===== src/rtl/mem_bus_arbiter.sv =====
// Two-master round-robin arbiter for the 16-bit external memory bus.
// Optional MEM_BUS_ARBITER_LOCK_EN adds per-master bus lock for atomic RMW.
module mem_bus_arbiter #(
  parameter int MAX_WAIT = 15
) (
  input  logic        clk,
  input  logic        rst_n,
  input  logic        m0_req_i,
  input  logic        m0_we_i,
  input  logic [15:0] m0_addr_i,
  input  logic [15:0] m0_wdata_i,
  output logic        m0_ack_o,
  output logic        m0_err_o,
  output logic [15:0] m0_rdata_o,
  input  logic        m1_req_i,
  input  logic        m1_we_i,
  input  logic [15:0] m1_addr_i,
  input  logic [15:0] m1_wdata_i,
  output logic        m1_ack_o,
  output logic        m1_err_o,
  output logic [15:0] m1_rdata_o,
`ifdef MEM_BUS_ARBITER_LOCK_EN
  input  logic        m0_lock_i,
  input  logic        m1_lock_i,
`endif
  output logic [15:0] addr_o,
  output logic        re_o,
  output logic        we_o,
  output logic [15:0] data_o,
  output logic        data_oe_o,
  input  logic [15:0] data_i,
  input  logic        needWait_i,
  output logic [1:0]  grant_o
);

  localparam int CL = $clog2(MAX_WAIT + 1);
  localparam int CW = (CL > 4) ? CL : 4;
  localparam logic [CW-1:0] SAT =
    (MAX_WAIT == 0) ? {CW{1'b1}} : CW'(MAX_WAIT);
  localparam logic [CW-1:0] LAST = SAT - 1'b1;
  localparam bit TO_EN = (MAX_WAIT != 0);

  typedef enum logic [1:0] {
    IDLE,
    BUS,
    DONE
  } state_t;

  state_t        state_q, state_d;
  logic          owner_q, owner_d;
  logic          last_q, last_d;
  logic          we_q, we_d;
  logic [15:0]   addr_q, addr_d;
  logic [15:0]   wdata_q, wdata_d;
  logic [CW-1:0] cnt_q, cnt_d;
  logic          err_q, err_d;
  logic [15:0]   rdata0_q, rdata0_d;
  logic [15:0]   rdata1_q, rdata1_d;
  logic [1:0]    req;
  logic          gnt;
  logic          pick;
  logic          lock_held;
  logic          lock_id;

  assign req = {m1_req_i, m0_req_i};

`ifdef MEM_BUS_ARBITER_LOCK_EN
  logic       lock_act_q, lock_act_d;
  logic       lock_id_q, lock_id_d;
  logic [1:0] lock_in;

  assign lock_in   = {m1_lock_i, m0_lock_i};
  assign lock_held = lock_act_q & lock_in[lock_id_q];
  assign lock_id   = lock_id_q;

  // Release only in IDLE; record holder at completion
  always_comb begin
    lock_act_d = lock_act_q;
    lock_id_d  = lock_id_q;
    if (state_q == IDLE && lock_act_q &&
        !lock_in[lock_id_q]) begin
      lock_act_d = 1'b0;
    end
    if (state_q == DONE && lock_in[owner_q]) begin
      lock_act_d = 1'b1;
      lock_id_d  = owner_q;
    end
  end

  always_ff @(posedge clk or negedge rst_n) begin
    if (!rst_n) begin
      lock_act_q <= 1'b0;
      lock_id_q  <= 1'b0;
    end else begin
      lock_act_q <= lock_act_d;
      lock_id_q  <= lock_id_d;
    end
  end
`else
  assign lock_held = 1'b0;
  assign lock_id   = 1'b0;
`endif

  always_comb begin
    state_d  = state_q;
    owner_d  = owner_q;
    last_d   = last_q;
    we_d     = we_q;
    addr_d   = addr_q;
    wdata_d  = wdata_q;
    cnt_d    = cnt_q;
    err_d    = err_q;
    rdata0_d = rdata0_q;
    rdata1_d = rdata1_q;
    gnt      = 1'b0;
    pick     = 1'b0;
    unique case (state_q)
      IDLE: begin
        if (lock_held) begin
          gnt  = req[lock_id];
          pick = lock_id;
        end else begin
          unique case (1'b1)
            (req == 2'b11): begin
              gnt  = 1'b1;
              pick = ~last_q;
            end
            (req == 2'b01): begin
              gnt  = 1'b1;
              pick = 1'b0;
            end
            (req == 2'b10): begin
              gnt  = 1'b1;
              pick = 1'b1;
            end
            default: begin
              gnt  = 1'b0;
              pick = 1'b0;
            end
          endcase
        end
        if (gnt) begin
          state_d = BUS;
          owner_d = pick;
          we_d    = pick ? m1_we_i : m0_we_i;
          addr_d  = pick ? m1_addr_i : m0_addr_i;
          wdata_d = pick ? m1_wdata_i : m0_wdata_i;
          cnt_d   = '0;
          err_d   = 1'b0;
          if (!lock_held) last_d = pick;
        end
      end
      BUS: begin
        if (!needWait_i) begin
          state_d = DONE;
          if (!we_q) begin
            if (owner_q) rdata1_d = data_i;
            else         rdata0_d = data_i;
          end
        end else begin
          if (cnt_q != SAT) cnt_d = cnt_q + 1'b1;
          if (TO_EN && cnt_q == LAST) begin
            state_d = DONE;
            err_d   = 1'b1;
          end
        end
      end
      DONE: begin
        state_d = IDLE;
      end
      default: begin
        state_d = IDLE;
      end
    endcase
  end

  always_ff @(posedge clk or negedge rst_n) begin
    if (!rst_n) begin
      state_q  <= IDLE;
      owner_q  <= 1'b0;
      last_q   <= 1'b1;
      we_q     <= 1'b0;
      addr_q   <= '0;
      wdata_q  <= '0;
      cnt_q    <= '0;
      err_q    <= 1'b0;
      rdata0_q <= '0;
      rdata1_q <= '0;
    end else begin
      state_q  <= state_d;
      owner_q  <= owner_d;
      last_q   <= last_d;
      we_q     <= we_d;
      addr_q   <= addr_d;
      wdata_q  <= wdata_d;
      cnt_q    <= cnt_d;
      err_q    <= err_d;
      rdata0_q <= rdata0_d;
      rdata1_q <= rdata1_d;
    end
  end

  logic in_bus, in_done;
  assign in_bus  = (state_q == BUS);
  assign in_done = (state_q == DONE);

  assign addr_o     = addr_q;
  assign data_o     = wdata_q;
  assign re_o       = in_bus & ~we_q;
  assign we_o       = in_bus & we_q;
  assign data_oe_o  = in_bus & we_q;
  assign grant_o    = (state_q == IDLE) ? 2'b00 :
                      (owner_q ? 2'b10 : 2'b01);
  assign m0_ack_o   = in_done & ~owner_q;
  assign m1_ack_o   = in_done & owner_q;
  assign m0_err_o   = in_done & ~owner_q & err_q;
  assign m1_err_o   = in_done & owner_q & err_q;
  assign m0_rdata_o = rdata0_q;
  assign m1_rdata_o = rdata1_q;

endmodule


===== config.mk =====
export PLATFORM = sky130hd
export DESIGN_NAME = mem_bus_arbiter
export DESIGN_NICKNAME = d
export VERILOG_FILES = /design/src/rtl/mem_bus_arbiter.sv
export SDC_FILE = /design/constraint.sdc
export NUM_CORES = 1
export LEC_CHECK = 0
export ABC_AREA = 1
export CAP_MARGIN = 20
export CORE_UTILIZATION = 30
export CTS_CLUSTER_SIZE = 28
export DETAILED_ROUTE_END_ITERATION = 10
export GPL_TIMING_DRIVEN = 0
export PLACE_DENSITY = 0.63
export SLEW_MARGIN = 5
export SYNTH_ARGS = -nofsm -noshare
export SYNTH_HDL_FRONTEND = slang
export SYNTH_SLANG_ARGS = --single-unit

===== constraint.sdc =====
create_clock -name clk -period 1.4 [get_ports clk]
set_input_delay 0.28 -clock clk [delete_from_list [all_inputs] [get_ports clk]]
set_output_delay 0.28 -clock clk [all_outputs]
set_load 0.02 [all_outputs]

==> results.sh <==
export IMPL_synth_top_area_cell="dfrtp_1"
export IMPL_cts_tree="built"
export IMPL_clock_sinks=74
export IMPL_final_util_pct=53.5
export IMPL_start_util_pct=31.3
export IMPL_final_layout_size_suffix_gt1_share_pct=28.7
export IMPL_h_tree_depth=3
export IMPL_wl_per_cell_microns=14.5
export IMPL_nFillCells=1054
export IMPL_switching_share_pct=40.8
export IMPL_gp_congestion=0.787
export IMPL_p_comb_share_pct=53.3
export IMPL_avgSynthCellArea_sq_um=9.23
export IMPL_maxCapViolCount=0
export IMPL_drtIter0Drc=152
export IMPL_syn_inst=392
export IMPL_hold_path_class="in2reg"
export IMPL_path_clk_slew_ps=60
export IMPL_crit_slowest_cell="dfrtp_2"
export IMPL_internal_power_w=0.00770
export IMPL_holdWs_ps=455
export IMPL_end_kind="primary output"
export IMPL_synthToLayoutAreaGrowth_pct=71.0
export IMPL_hpwl_microns=7610
export IMPL_fin_crit_sh_pct=114
export IMPL_fmax_mhz=628
export IMPL_final_cells=731
export IMPL_arrival_ps=1310
export IMPL_syn_area_sq_um=3620
export IMPL_worstPathRequired_ps=1120
export IMPL_num_antenna_cells=0
export IMPL_crit_path_start_kind="register"
export IMPL_grt_max_degree=39
export IMPL_drc=13
export IMPL_io_pins=160
export IMPL_mostFrequentLayoutCell="nand2_1"
export IMPL_drv_slew=0
export IMPL_antenna_found_initial=0
export IMPL_die_h_microns=112
export IMPL_p_leak_nw=2.99
export IMPL_pwr_share_clk_pct=17.5
export IMPL_grt_pass1_wl_microns=17100
export IMPL_grt_pass1_vias=3374
export IMPL_min_period_ps=1590
export IMPL_p_switching_w=0.00531
export IMPL_worstMarginPinSlew_ps=497
export IMPL_track_usage_pct=17.4
export IMPL_synth_top_area_share_pct=50.5
export IMPL_dp_cells=694
export IMPL_fp_row_count=39
export IMPL_skew_ps=5.98
export IMPL_synth_cell_type_count=27
export IMPL_root_buffer="clkbuf_16"
export IMPL_setup_viol_count_final=60
export IMPL_grt_overflow=0
export IMPL_synth_area_leaders="dfrtp_1, nand2_1, o21ai_2"
export IMPL_vias_per_cell=4.56
export IMPL_violations="DRC, setup timing"
export IMPL_firstDrtPassIters=7
export IMPL_layout_common_cells="nand2_1, clkdlybuf4s50_1, dfrtp_1"
export IMPL_power_density_nw_per_um2=2100
export IMPL_cpPeakStageDelay_ps=510
export IMPL_core_area_sq_um=11600
export IMPL_clock_latency_ps=330
export IMPL_crit_fanout=7
export IMPL_vias=3331
export IMPL_seq_area_frac_synth_pct=51.2
export IMPL_chipWidth_microns=112
export IMPL_final_nets=672
export IMPL_drt_total_wl_microns=10600
export IMPL_ant_nets=0
export IMPL_fp_dieArea_sq_um=12500
export IMPL_path_cells="nor4_2, buf_4"
export IMPL_hold_viol=0
export IMPL_ir_drop_mv=0.804
export IMPL_yosys_warnings=0
export IMPL_status="finished with violations"
export IMPL_setup_ws_ps=-192
export IMPL_slew_headroom_pct=66.9
export IMPL_crit_type="reg2out"
export IMPL_synthesis_nets=481
export IMPL_clk_path_buf_depth=2
export IMPL_synth_seq_cells=74
export IMPL_cts_buffers=9
export IMPL_seq_power_share_pct=29.2
export IMPL_rsz0062_at_grt="yes"
export IMPL_port_buffers=158
timing repair:
action | CTS | global route
setup endpoints to repair | 108 | 79
hold buffers | 1 | 0
hold endpoints to repair | 37 | 0
setup buffers | 13 | 6
cloned | 2 | 2
resized for setup | 174 | 32
pin swaps | 5 | 9
layout make-up:
class | instances | area (sq um) | area share [%]
tap | 143 | 179 | 2.89
timing repair buffer | 183 | 1840 | 29.7
inverter | 45 | 184 | 2.97
clock inverter | 7 | 70.1 | 1.13
sequential | 74 | 1860 | 30.0
multi-input combinational | 251 | 1630 | 26.4
buffer | 19 | 208 | 3.35
clock buffer | 9 | 225 | 3.64
cells in the mapped netlist:
cell,n
nand2_1,90
dfrtp_1,73
inv_1,42
nand3_1,37
o21ai_2,32
nand2_2,31
o21a_1,17
o211ai_1,16
nor2_1,10
buf_6,6
clkbuf_1,6
buf_2,5
buf_4,5
inv_2,3
a21oi_1,2
ha_1,2
nand3_4,2
nand4_1,2
nor3_1,2
nor4_1,2
dfstp_2,1
nand2_4,1
nor2_2,1
nor2_8,1
o21ai_1,1
o22ai_1,1
xor2_1,1
power by group through the flow:
stage          logic (W)  clock network, W  registers (W)
3_3_place_gp     0.00625                 0        0.00380
6_report         0.00693           0.00227        0.00380
2_1_floorplan    0.00241                 0        0.00484
3_5_place_dp     0.00632                 0        0.00383
5_1_grt          0.00747           0.00245        0.00395
4_1_cts          0.00658           0.00234        0.00382
critical path, delay by kind of cell, from the launching register on:
family | cells | cell delay, ps
DFF | 1 | 510
and+or+nand+nor | 1 | 300
buffers and inverters | 1 | 180
flip-flops by register name, indices dropped and copies added (netlist names), 2 cells and up:
register / cells
addr_o: 16
cnt_q: 4
data_o: 16
m0_rdata_o: 16
m1_rdata_o: 16
state_q: 2
cells by family (layout without fill, tap and decap cells):
group	Yosys count	count (layout)	share of synthesized area, %
adder cells (fa/ha/maj)	2	2	0.691
buffers and inverters	67	263	8.88
XOR/XNOR	1	1	0.242
AO/OA/AOI/OAI	69	69	15.2
AND/OR/NAND/NOR	179	179	23.8
flip-flops	74	74	51.2
per-stage QoR:
| step | area, sq um | setup TNS (ps) | power (W) | setup WS (ps) |
|---|---|---|---|---|
| 2_1_floorplan | 3630 | 0 | 0.00725 | 73.1 |
| 3_3_place_gp | 5400 | -219080 | 0.0101 | -2680 |
| 3_5_place_dp | 5410 | -23440 | 0.0102 | -536 |
| 4_1_cts | 6010 | -1830 | 0.0127 | -199 |
| 5_1_grt | 6190 | -6390 | 0.0139 | -245 |
| 6_report | 6190 | -2100 | 0.0130 | -192 |
layer usage:
| metal | vias up | track usage [%] | routed length, microns | part of all wire (%) |
|---|---|---|---|---|
| li1 | 1651 | - | - | - |
| met1 | 1548 | 21.9 | 4550 | 43 |
| met2 | 124 | 28.9 | 5110 | 48 |
| met3 | 8 | 5.33 | 845 | 8.0 |
| met4 | 0 | 4.32 | 92 | 0.87 |
| met5 | - | 0 | 0 | 0 |
worst paths after layout:
| check | startpoint | end | slack (ps) | cells after the start |
|---|---|---|---|---|
| worst max-delay path | state_q[0]$_DFFE_PN0P_ | m0_err_o | -190 | 2 |
| worst min-delay path | m1_req_i | addr_o[5]$_DFFE_PN0P_ | 450 | 4 |
| worst max register to register | state_q[0]$_DFFE_PN0P_ | data_o[1]$_DFFE_PN0P_ | -50 | 8 |
| worst min register to register | data_o[4]$_DFFE_PN0P_ | data_o[4]$_DFFE_PN0P_ | 470 | 2 |
| max in group asynchronous | rst_n | last_q$_DFFE_PN1P_ | 300 | 3 |
| min in group asynchronous | rst_n | m1_rdata_o[3]$_DFFE_PN0P_ | 460 | 2 |
Note: power is estimated with default switching activity, not from simulation.
